### src/rtl/ibex_imem_resp_pkg.sv
// Shared types and helpers for the instruction memory responder.
package ibex_imem_resp_pkg;

    // Width of the per-request latency field and of each entry countdown
    localparam int unsigned LatW = 4;

    // One in-flight response: error flag, captured read data, cycles left before it may issue
    typedef struct packed {
        logic            err;
        logic [31:0]     rdata;
        logic [LatW-1:0] cnt;
    } imem_resp_entry_t;

    // A fetch is erroneous when misaligned or outside [base, base + 4*words)
    function automatic logic addr_is_err(
        input logic [31:0] addr,
        input logic [31:0] base,
        input int unsigned words
    );
        logic [32:0] offset;
        offset = {1'b0, addr} - {1'b0, base};
        return (addr[1:0] != 2'b00) || offset[32] ||
               (offset >= ({1'b0, 32'(words)} << 2));
    endfunction

endpackage

### src/rtl/ibex_imem_resp_fifo.sv
// In-order store of accepted fetches; read data lands one cycle after allocation.
module ibex_imem_resp_fifo
    import ibex_imem_resp_pkg::*;
#(
    parameter int unsigned Depth = 2,
    localparam int unsigned IdxW = (Depth > 1) ? $clog2(Depth) : 1,
    localparam int unsigned OccW = $clog2(Depth + 1)
) (
    input  logic            clk_i,
    input  logic            rst_i,
    input  logic            push_i,
    input  logic            push_err_i,
    input  logic [LatW-1:0] push_cnt_i,
    input  logic            pop_i,
    input  logic [31:0]     mem_rdata_i,
    output logic            head_ready_o,
    output logic            head_err_o,
    output logic [31:0]     head_rdata_o,
    output logic [OccW-1:0] occ_o
);

    imem_resp_entry_t entries_q [Depth];
    logic [Depth-1:0] dvalid_q;
    logic [IdxW-1:0]  wr_ptr_q;
    logic [IdxW-1:0]  rd_ptr_q;
    logic [OccW-1:0]  occ_q;
    logic             pend_we_q;
    logic [IdxW-1:0]  pend_idx_q;
    imem_resp_entry_t head;
    logic             cap_now;

    function automatic logic [IdxW-1:0] ptr_inc(input logic [IdxW-1:0] p);
        return (p == IdxW'(Depth - 1)) ? '0 : p + 1'b1;
    endfunction

    // Entry storage, countdowns, late data capture and pointer/occupancy bookkeeping
    always_ff @(posedge clk_i or posedge rst_i) begin
        if (rst_i) begin
            for (int i = 0; i < int'(Depth); i++) begin
                entries_q[i] <= '0;
            end
            dvalid_q   <= '0;
            wr_ptr_q   <= '0;
            rd_ptr_q   <= '0;
            occ_q      <= '0;
            pend_we_q  <= 1'b0;
            pend_idx_q <= '0;
        end else begin
            for (int i = 0; i < int'(Depth); i++) begin
                if (entries_q[i].cnt != '0) begin
                    entries_q[i].cnt <= entries_q[i].cnt - 1'b1;
                end
            end
            if (pend_we_q) begin
                entries_q[pend_idx_q].rdata <= mem_rdata_i;
                dvalid_q[pend_idx_q]        <= 1'b1;
            end
            // A fresh allocation overrides any late write aimed at a slot freed this cycle
            if (push_i) begin
                entries_q[wr_ptr_q] <= '{err: push_err_i, rdata: 32'h0, cnt: push_cnt_i};
                dvalid_q[wr_ptr_q]  <= push_err_i;
                wr_ptr_q            <= ptr_inc(wr_ptr_q);
            end
            pend_we_q  <= push_i && !push_err_i;
            pend_idx_q <= wr_ptr_q;
            if (pop_i) begin
                rd_ptr_q <= ptr_inc(rd_ptr_q);
            end
            unique case ({push_i, pop_i})
                2'b10:   occ_q <= occ_q + 1'b1;
                2'b01:   occ_q <= occ_q - 1'b1;
                default: ;
            endcase
        end
    end

    // Head may issue once its countdown expired and its data is stored or arriving now
    always_comb begin
        head         = entries_q[rd_ptr_q];
        cap_now      = pend_we_q && (pend_idx_q == rd_ptr_q);
        head_ready_o = (occ_q != '0) && (head.cnt == '0) && (dvalid_q[rd_ptr_q] || cap_now);
        head_err_o   = head.err;
        head_rdata_o = dvalid_q[rd_ptr_q] ? head.rdata : mem_rdata_i;
        occ_o        = occ_q;
    end

endmodule

### src/rtl/ibex_instr_mem_responder.sv
// Memory-side responder for instruction fetches with programmable response latency.
module ibex_instr_mem_responder
    import ibex_imem_resp_pkg::*;
#(
    parameter logic [31:0] MemBase        = 32'h0000_0000,
    parameter int unsigned MemWords       = 4096,
    parameter int unsigned MaxOutstanding = 2,
    localparam int unsigned AW = $clog2(MemWords)
) (
    input  logic            clk_i,
    input  logic            rst_i,
    input  logic            instr_req_i,
    input  logic [31:0]     instr_addr_i,
    output logic            instr_gnt_o,
    output logic            instr_rvalid_o,
    output logic [31:0]     instr_rdata_o,
    output logic            instr_err_o,
    input  logic            stall_i,
    input  logic [LatW-1:0] lat_i,
    output logic            mem_req_o,
    output logic [AW-1:0]   mem_addr_o,
    input  logic [31:0]     mem_rdata_i,
    output logic            busy_o
);

    localparam int unsigned OccW = $clog2(MaxOutstanding + 1);

    logic            addr_err;
    logic            retire;
    logic            head_err;
    logic [31:0]     head_rdata;
    logic [OccW-1:0] occ;
    logic [LatW-1:0] lat_cnt;

    ibex_imem_resp_fifo #(
        .Depth(MaxOutstanding)
    ) u_fifo (
        .clk_i       (clk_i),
        .rst_i       (rst_i),
        .push_i      (instr_gnt_o),
        .push_err_i  (addr_err),
        .push_cnt_i  (lat_cnt),
        .pop_i       (retire),
        .mem_rdata_i (mem_rdata_i),
        .head_ready_o(retire),
        .head_err_o  (head_err),
        .head_rdata_o(head_rdata),
        .occ_o       (occ)
    );

    // Grant, address decode, SRAM drive and response masking; a full FIFO may still grant on retire
    always_comb begin
        addr_err       = addr_is_err(instr_addr_i, MemBase, MemWords);
        lat_cnt        = (lat_i == '0) ? '0 : lat_i - 1'b1;
        instr_gnt_o    = instr_req_i && !stall_i && !rst_i &&
                         ((occ < OccW'(MaxOutstanding)) || retire);
        mem_req_o      = instr_gnt_o && !addr_err;
        mem_addr_o     = mem_req_o ? AW'((instr_addr_i - MemBase) >> 2) : '0;
        instr_rvalid_o = retire;
        instr_err_o    = retire && head_err;
        instr_rdata_o  = (retire && !head_err) ? head_rdata : '0;
        busy_o         = (occ != '0);
    end

endmodule
### config.mk
export PLATFORM = sky130hd
export DESIGN_NAME = ibex_instr_mem_responder
export DESIGN_NICKNAME = d
export VERILOG_FILES = /design/src/rtl/ibex_imem_resp_pkg.sv /design/src/rtl/ibex_imem_resp_fifo.sv /design/src/rtl/ibex_instr_mem_responder.sv
export SDC_FILE = /design/constraint.sdc
export NUM_CORES = 1
export LEC_CHECK = 0
export CORE_ASPECT_RATIO = 1.25
export CORE_MARGIN = 2
export CORE_UTILIZATION = 40
export DETAILED_ROUTE_END_ITERATION = 10
export PLACE_DENSITY_LB_ADDON = 0.08
export SLEW_MARGIN = 20
export SYNTH_ARGS = -nofsm -noshare
export SYNTH_HDL_FRONTEND = slang
export SYNTH_SLANG_ARGS = --single-unit
### constraint.sdc
create_clock -name clk_i -period 2.8 [get_ports clk_i]
set_clock_uncertainty 0.1 [all_clocks]
set_input_delay 0.56 -clock clk_i [delete_from_list [all_inputs] [get_ports clk_i]]
set_output_delay 0.56 -clock clk_i [all_outputs]
set_load 0.02 [all_outputs]
* After elaboration in Yosys (flattened, before gate mapping)
Cells that the tools add are included.
** Storage, ports and cells
- Register bits after elaboration :: 82
- Output and inout bits :: 49
- Bits of input ports :: 72
- Word-level logic and storage cells :: 94
** Cells by class
- Bitwise operators :: 4
- Equality and inequality tests :: 3
- Magnitude comparators :: 12
- Reduce and logical (&&, ||, !) cells :: 27
- Mux-type cells :: 29
- $add $sub $neg :: 7
** Operator list (number)
- bitwise mux 74 bit :: 2
- two-way mux 37 bit :: 4
- two-way mux 74 bit :: 2
- demux 37 bit (select 1 bit) :: 2
- two-way mux 32 bit :: 2
- two-way mux 36 bit :: 1
- greater-or-equal comparator 32 x 15 -> 1 bit (second input constant) :: 1
- logical AND 1 bit :: 13
- two-way mux 12 bit :: 1
- two-way mux 4 bit :: 3
- subtractor 4 x 1 -> 4 bit (second input constant) :: 3
- logical NOT 4 bit :: 2
- nonzero test 4 bit :: 2
- greater-or-equal comparator 2 bit (second input constant) :: 3
- less-than comparator 1 x 2 -> 1 bit (second input constant) :: 3
- two-way mux 1 bit :: 6
- NOT 1 -> 2 bit :: 3
- nonzero test 2 bit :: 3
- logical NOT 1 bit :: 4
- less-than comparator 2 x 1 -> 1 bit (second input constant) :: 2
- two-way mux 2 bit :: 2
- one-hot mux 2 bit (2 select lines) :: 1
- logical OR 1 bit :: 3
- adder 1 bit (second input constant) :: 2
- 10 further kinds :: 12

* Logic depth before layout (Yosys ltp)
- Depth after elaboration :: 11
- Gate-level depth with buffers :: 9
- Mapped depth without buffers :: 8

* By module
Synthesis repeated with hierarchy kept, for this count alone.
** Unflattened totals
- Cell total of the unflattened synthesis :: 564
- Area, all modules :: 4623.2 µm²
** Modules (own cells, without submodules)
- ibex_imem_resp_fifo :: area each 4058.9 µm², cells an instance 475, times used 1
- ibex_instr_mem_responder :: area each 564.3 µm², cells an instance 89, times used 1

* Worst setup path before layout
OpenSTA, ideal clock, no wires.
- Path kind :: register -> output
- Start :: reg u_fifo.pend_idx_q
- End :: out instr_rdata_o[10]
- Required time :: 2.140 ns
- Arrival :: 2.201 ns
- Slack :: -0.061 ns
- Stages on the path, launching flop included :: 8
- Cells stage by stage :: dfrtp_1 -> nand2b_1 -> buf_2 -> a22o_1 -> nor3_2 -> nand2_1 -> buf_2 -> a211oi_1
** Between the ends
- Longest elaborated chain between the ends :: 6
** RTL lines
- start: declaration :: line ibex_imem_resp_fifo.sv:28 : logic [IdxW-1:0] pend_idx_q;
- start signal: assignment :: line ibex_imem_resp_fifo.sv:65 : pend_idx_q <= wr_ptr_q;
- == test 1 bit :: line ibex_imem_resp_fifo.sv:80 : cap_now = pend_we_q && (pend_idx_q == rd_ptr_q);
- logical AND 1 bit :: line ibex_imem_resp_fifo.sv:80
- logical OR 1 bit :: line ibex_imem_resp_fifo.sv:81 : head_ready_o = (occ_q != '0) && (head.cnt == '0) && (dvalid_q[rd_ptr_q] || cap_now);
- logical AND 1 bit :: line ibex_imem_resp_fifo.sv:81
- named net instr_rvalid_o :: line ibex_instr_mem_responder.sv:15 : output logic instr_rvalid_o,
- logical AND 1 bit :: line ibex_instr_mem_responder.sv:61 : instr_rdata_o = (retire && !head_err) ? head_rdata : '0;
- two-way mux 32 bit :: line ibex_instr_mem_responder.sv:61
- end: declaration :: line ibex_instr_mem_responder.sv:16 : output logic [31:0] instr_rdata_o,
The timed path passes the listed nets, and every way through them passes these cells.

* Final worst setup path
- Start :: reg u_fifo.entries_q[2] (netlist bit)
- End :: out mem_addr_o[6]
** Between the ends
- Longest elaborated chain between the ends :: 10
** RTL lines
- start: declaration :: line ibex_imem_resp_fifo.sv:22 : imem_resp_entry_t entries_q [Depth];
- start signal: indexed assignment :: line ibex_imem_resp_fifo.sv:60 : entries_q[wr_ptr_q] <= '{err: push_err_i, rdata: 32'h0, cnt: push_cnt_i};
- two-way mux 37 bit (not written as such) (3 in a row) :: line ibex_imem_resp_fifo.sv:79 : head = entries_q[rd_ptr_q];
- logical NOT 4 bit :: line ibex_imem_resp_fifo.sv:81
- logical AND 1 bit (2 in a row) :: line ibex_imem_resp_fifo.sv:81
- logical OR 1 bit :: line ibex_instr_mem_responder.sv:56 : ((occ < OccW'(MaxOutstanding)) || retire);
- logical AND 1 bit :: line ibex_instr_mem_responder.sv:55 : instr_gnt_o = instr_req_i && !stall_i && !rst_i &&
- logical AND 1 bit :: line ibex_instr_mem_responder.sv:57 : mem_req_o = instr_gnt_o && !addr_err;
- two-way mux 12 bit :: line ibex_instr_mem_responder.sv:58 : mem_addr_o = mem_req_o ? AW'((instr_addr_i - MemBase) >> 2) : '0;
- end: declaration :: line ibex_instr_mem_responder.sv:21 : output logic [AW-1:0] mem_addr_o,
Every way passes these cells. The select of a mux whose other input is x is not followed.

==> impl_metrics.py <==
metrics = {
    "run_status": {
        "status": "complete, no violations",
    },
    "global_route": {
        "grt_max_degree": 35,
        "gr-usage-all-layers": 0.214,
        "antenna_violations_before_repair": 0,
        "grt_first_pass_wirelength_um": 20700,
        "grt_overflow_total": 0,
        "first_global_vias": 4228,
    },
    "drt": {
        "vias": 4123,
        "postRouteWirelength_um": 12400,
        "pre_antenna_drt_iters": 4,
        "drt-initial-drc-count": 233,
        "detail_route.vias_per_cell": 5.25,
        "drcViolationCount": 0,
        "ant_nets": 0,
        "avgRoutedWirePerCell_um": 15.8,
    },
    "synth": {
        "synth_nets": 583,
        "async_reset_ff_frac": 1.00,
        "yosys_register_bits": 82,
        "avgSynthCellArea_um2": 8.71,
        "edff_count_synth": 0,
        "ys.warnings.count": 0,
        "dominantRegCellSynth": "sky130_fd_sc_hd__dfrtp_1",
        "syn-instance-count": 508,
        "synth_seq_area_share": 0.464,
        "netlist-cell-type-count": 34,
        "syn_area_um2": 4420,
    },
    "floorplan": {
        "floorplan.initialDensity": 0.415,
        "std_cell_core_area_um2": 10700,
        "die_area_um2": 11900,
        "boundaryPins": 121,
        "floorplan.die.width_um": 98.1,
        "die_height_um": 122,
        "num_rows": 42,
    },
    "run": {
        "max_cap_viol_count": 0,
    },
    "sta": {
        "max_clock_freq_mhz": 357,
        "layout_min_cycle_time_ns": 2.80,
        "postLayoutSetupSlackWorst_ns": 0.000254,
        "setup_tns_ns": 0,
        "timing_max_transition_violations_final": 0,
        "grt_setup_unrepaired": "yes",
        "final-hold-violation-count": 0,
        "timing.final.crit_share": 1.00,
        "maxSlewHeadroom": 0.654,
        "finalSetupViolCount": 0,
        "worst_slew_pin_slew_ns": 0.518,
    },
    "worst_setup_path": {
        "worstPathRequired_ns": 2.14,
        "worst-endpoint-arrival_ns": 2.14,
        "critPathMostFrequentCell": "sky130_fd_sc_hd__buf_6",
        "timing.critical_path.slowest_cell_delay_ns": 0.40,
        "path_cells": "nor3_4, a32oi_2, buf_4, o21a_4, nor3b_4, buf_6, and2_4, buf_6",
        "cell_with_the_biggest_individual_delay_on_the_critical_path": "sky130_fd_sc_hd__dfrtp_1",
        "cp-end-kind": "primary output",
        "critical_path_class": "reg -> out",
        "crit_path_start_kind": "register",
        "timing.critical_path.fanout_max": 7,
    },
    "worst_hold_path": {
        "hold_path_class": "reg -> reg",
    },
    "clocking": {
        "cts_root_buffer": "sky130_fd_sc_hd__clkbuf_16",
        "cts.sink_count": 82,
        "max-clock-path-buffers": 2,
        "worst_skew_pair.late_latency_ns": 0.33,
        "cts_bufs_inserted": 9,
        "cts_max_level": 3,
        "clock_tree_from_tritoncts": "yes",
        "ctsHoldBuffers": 0,
        "worst_setup_hold_path_clk_slew_ns": 0.06,
    },
    "finish": {
        "antennaDiodeCount": 0,
        "layout.nets": 725,
        "final_util": 0.591,
        "flow.area_growth_from_synthesis_pct": 42.6,
        "layout-drive-gt1-share": 0.230,
        "finish.instance_area_um2": 6310,
    },
    "power": {
        "power.share.combinational": 0.373,
        "p_int_w": 0.00338,
        "leakage_nw": 2.91,
        "fin_total_pwr_w": 0.00509,
        "swShare": 0.336,
        "p_sw_w": 0.00171,
        "cellPowerDensity_nw_per_um2": 806,
        "peakVddDrop_mv": 0.476,
        "clockPowerShare": 0.220,
        "power.sequential.fraction": 0.407,
    },
    "placement": {
        "pre_cts_slack_ns": -0.572,
        "placed_area_um2": 6000,
        "gp_congestion": 0.803,
        "place.port_buffers": 120,
        "hpwl_um": 8450,
    },
}
==> stage by stage <==
step	std cells	hold WS, ns
5_1_grt	785	0.425
2_1_floorplan	508	0.329
4_1_cts	785	0.411
6_report	785	0.405
3_3_place_gp	768	0.391
3_5_place_dp	768	0.398
==> cells in the final DEF (no fill, tap or decap), types with 10 or more instances in the layout <==
master / n
sky130_fd_sc_hd__a211oi_2: 10
sky130_fd_sc_hd__buf_6: 16
sky130_fd_sc_hd__nand2_1: 130
sky130_fd_sc_hd__clkdlybuf4s50_1: 63
sky130_fd_sc_hd__a21oi_1: 70
sky130_fd_sc_hd__nor2_1: 43
sky130_fd_sc_hd__dfrtp_1: 81
sky130_fd_sc_hd__buf_4: 43
sky130_fd_sc_hd__mux2i_1: 43
sky130_fd_sc_hd__and2_4: 12
sky130_fd_sc_hd__a211oi_1: 22
sky130_fd_sc_hd__buf_2: 32
==> per-layer routing <==
layer / GRT usage / vias up / routed length, µm
li1: - / 1998 / -
met1: 0.268 / 2009 / 5090
met2: 0.378 / 98 / 6610
met3: 0.0258 / 18 / 497
met4: 0.0833 / 0 / 196
met5: 0 / - / 0
==> logic make-up after synthesis <==
kind of cell | Yosys count | share of synthesized area
AOI/OAI and AO/OA | 108 | 0.145
xor gates and xnor gates | 7 | 0.0139
adders and majority gates | 3 | 0.00849
buffers and inverters | 46 | 0.0478
DFF | 82 | 0.464
muxes | 48 | 0.111
and+or+nand+nor | 214 | 0.210
==> registers in the layout (all words and copies together) (netlist names) <==
signal and flops:
u_fifo.dvalid_q 2, u_fifo.entries_q 74, u_fifo.occ_o 2, u_fifo.pend_idx_q 1, u_fifo.pend_we_q 1, u_fifo.rd_ptr_q 1, u_fifo.wr_ptr_q 1
==> layout make-up <==
cell class | instances | area, µm²
Fill cell | 956 | 4360
Multi-Input combinational cell | 380 | 2300
Sequential cell | 82 | 2050
Timing Repair Buffer | 168 | 1480
Clock buffer | 11 | 233
Tap cell | 132 | 165
Clock inverter | 3 | 42.5
Inverter | 9 | 35.0
==> worst max-delay path, delay by kind of cell, from the launching register on <==
kind / cells / cell delay (ns)
buf+inv: 3 / 0.44
simple gates: 3 / 0.58
compound gates: 2 / 0.38
flops: 1 / 0.40
==> synth_stat cells (6+ instances only) <==
library cell               count  share of area
sky130_fd_sc_hd__nand2_1     131           0.11
sky130_fd_sc_hd__dfrtp_1      82           0.46
sky130_fd_sc_hd__a21oi_1      70          0.079
sky130_fd_sc_hd__mux2i_1      43          0.097
sky130_fd_sc_hd__nor2_1       43          0.036
sky130_fd_sc_hd__a211oi_1     32          0.054
sky130_fd_sc_hd__clkbuf_1     18          0.015
sky130_fd_sc_hd__and2_1       14          0.020
sky130_fd_sc_hd__buf_2        10          0.011
sky130_fd_sc_hd__inv_1         9         0.0076
sky130_fd_sc_hd__nor2b_1       6         0.0085
sky130_fd_sc_hd__nor4_1        6         0.0085
==> power groups by stage <==
stage | sequential (W) | clock (W) | combinational (W)
finish | 0.00207 | 0.00112 | 0.00190
global route | 0.00214 | 0.00119 | 0.00214
CTS | 0.00206 | 0.00114 | 0.00188
detailed placement | 0.00207 | 0 | 0.00188
global placement | 0.00204 | 0 | 0.00182
floorplan | 0.00199 | 0 | 0.00128
==> what timing repair did <==
item | in CTS | in global routing
pin swaps | 3 | 17
hold endpoints to repair | 0 | 0
setup buffers | 2 | 1
gates resized for setup | 245 | 45
endpoints found under the setup margin | 48 | 46
gates cloned | 1 | 0
==> final timing paths <==
kind                                 startpoint                    to  slack [ns]  cells past startpoint
max                         u_fifo.entries_q[2]         mem_addr_o[6]      0.0003                      8
min                        u_fifo.entries_q[36]  u_fifo.entries_q[36]        0.41                      1
max reg2reg                 u_fifo.entries_q[2]       u_fifo.occ_o[1]        0.39                     10
min reg2reg                u_fifo.entries_q[36]  u_fifo.entries_q[36]        0.41                      1
max in group asynchronous                 rst_i   u_fifo.entries_q[7]        1.41                      4
min in group asynchronous                 rst_i  u_fifo.entries_q[45]        0.60                      3
No activity file was read; power rests on OpenSTA's default activity.
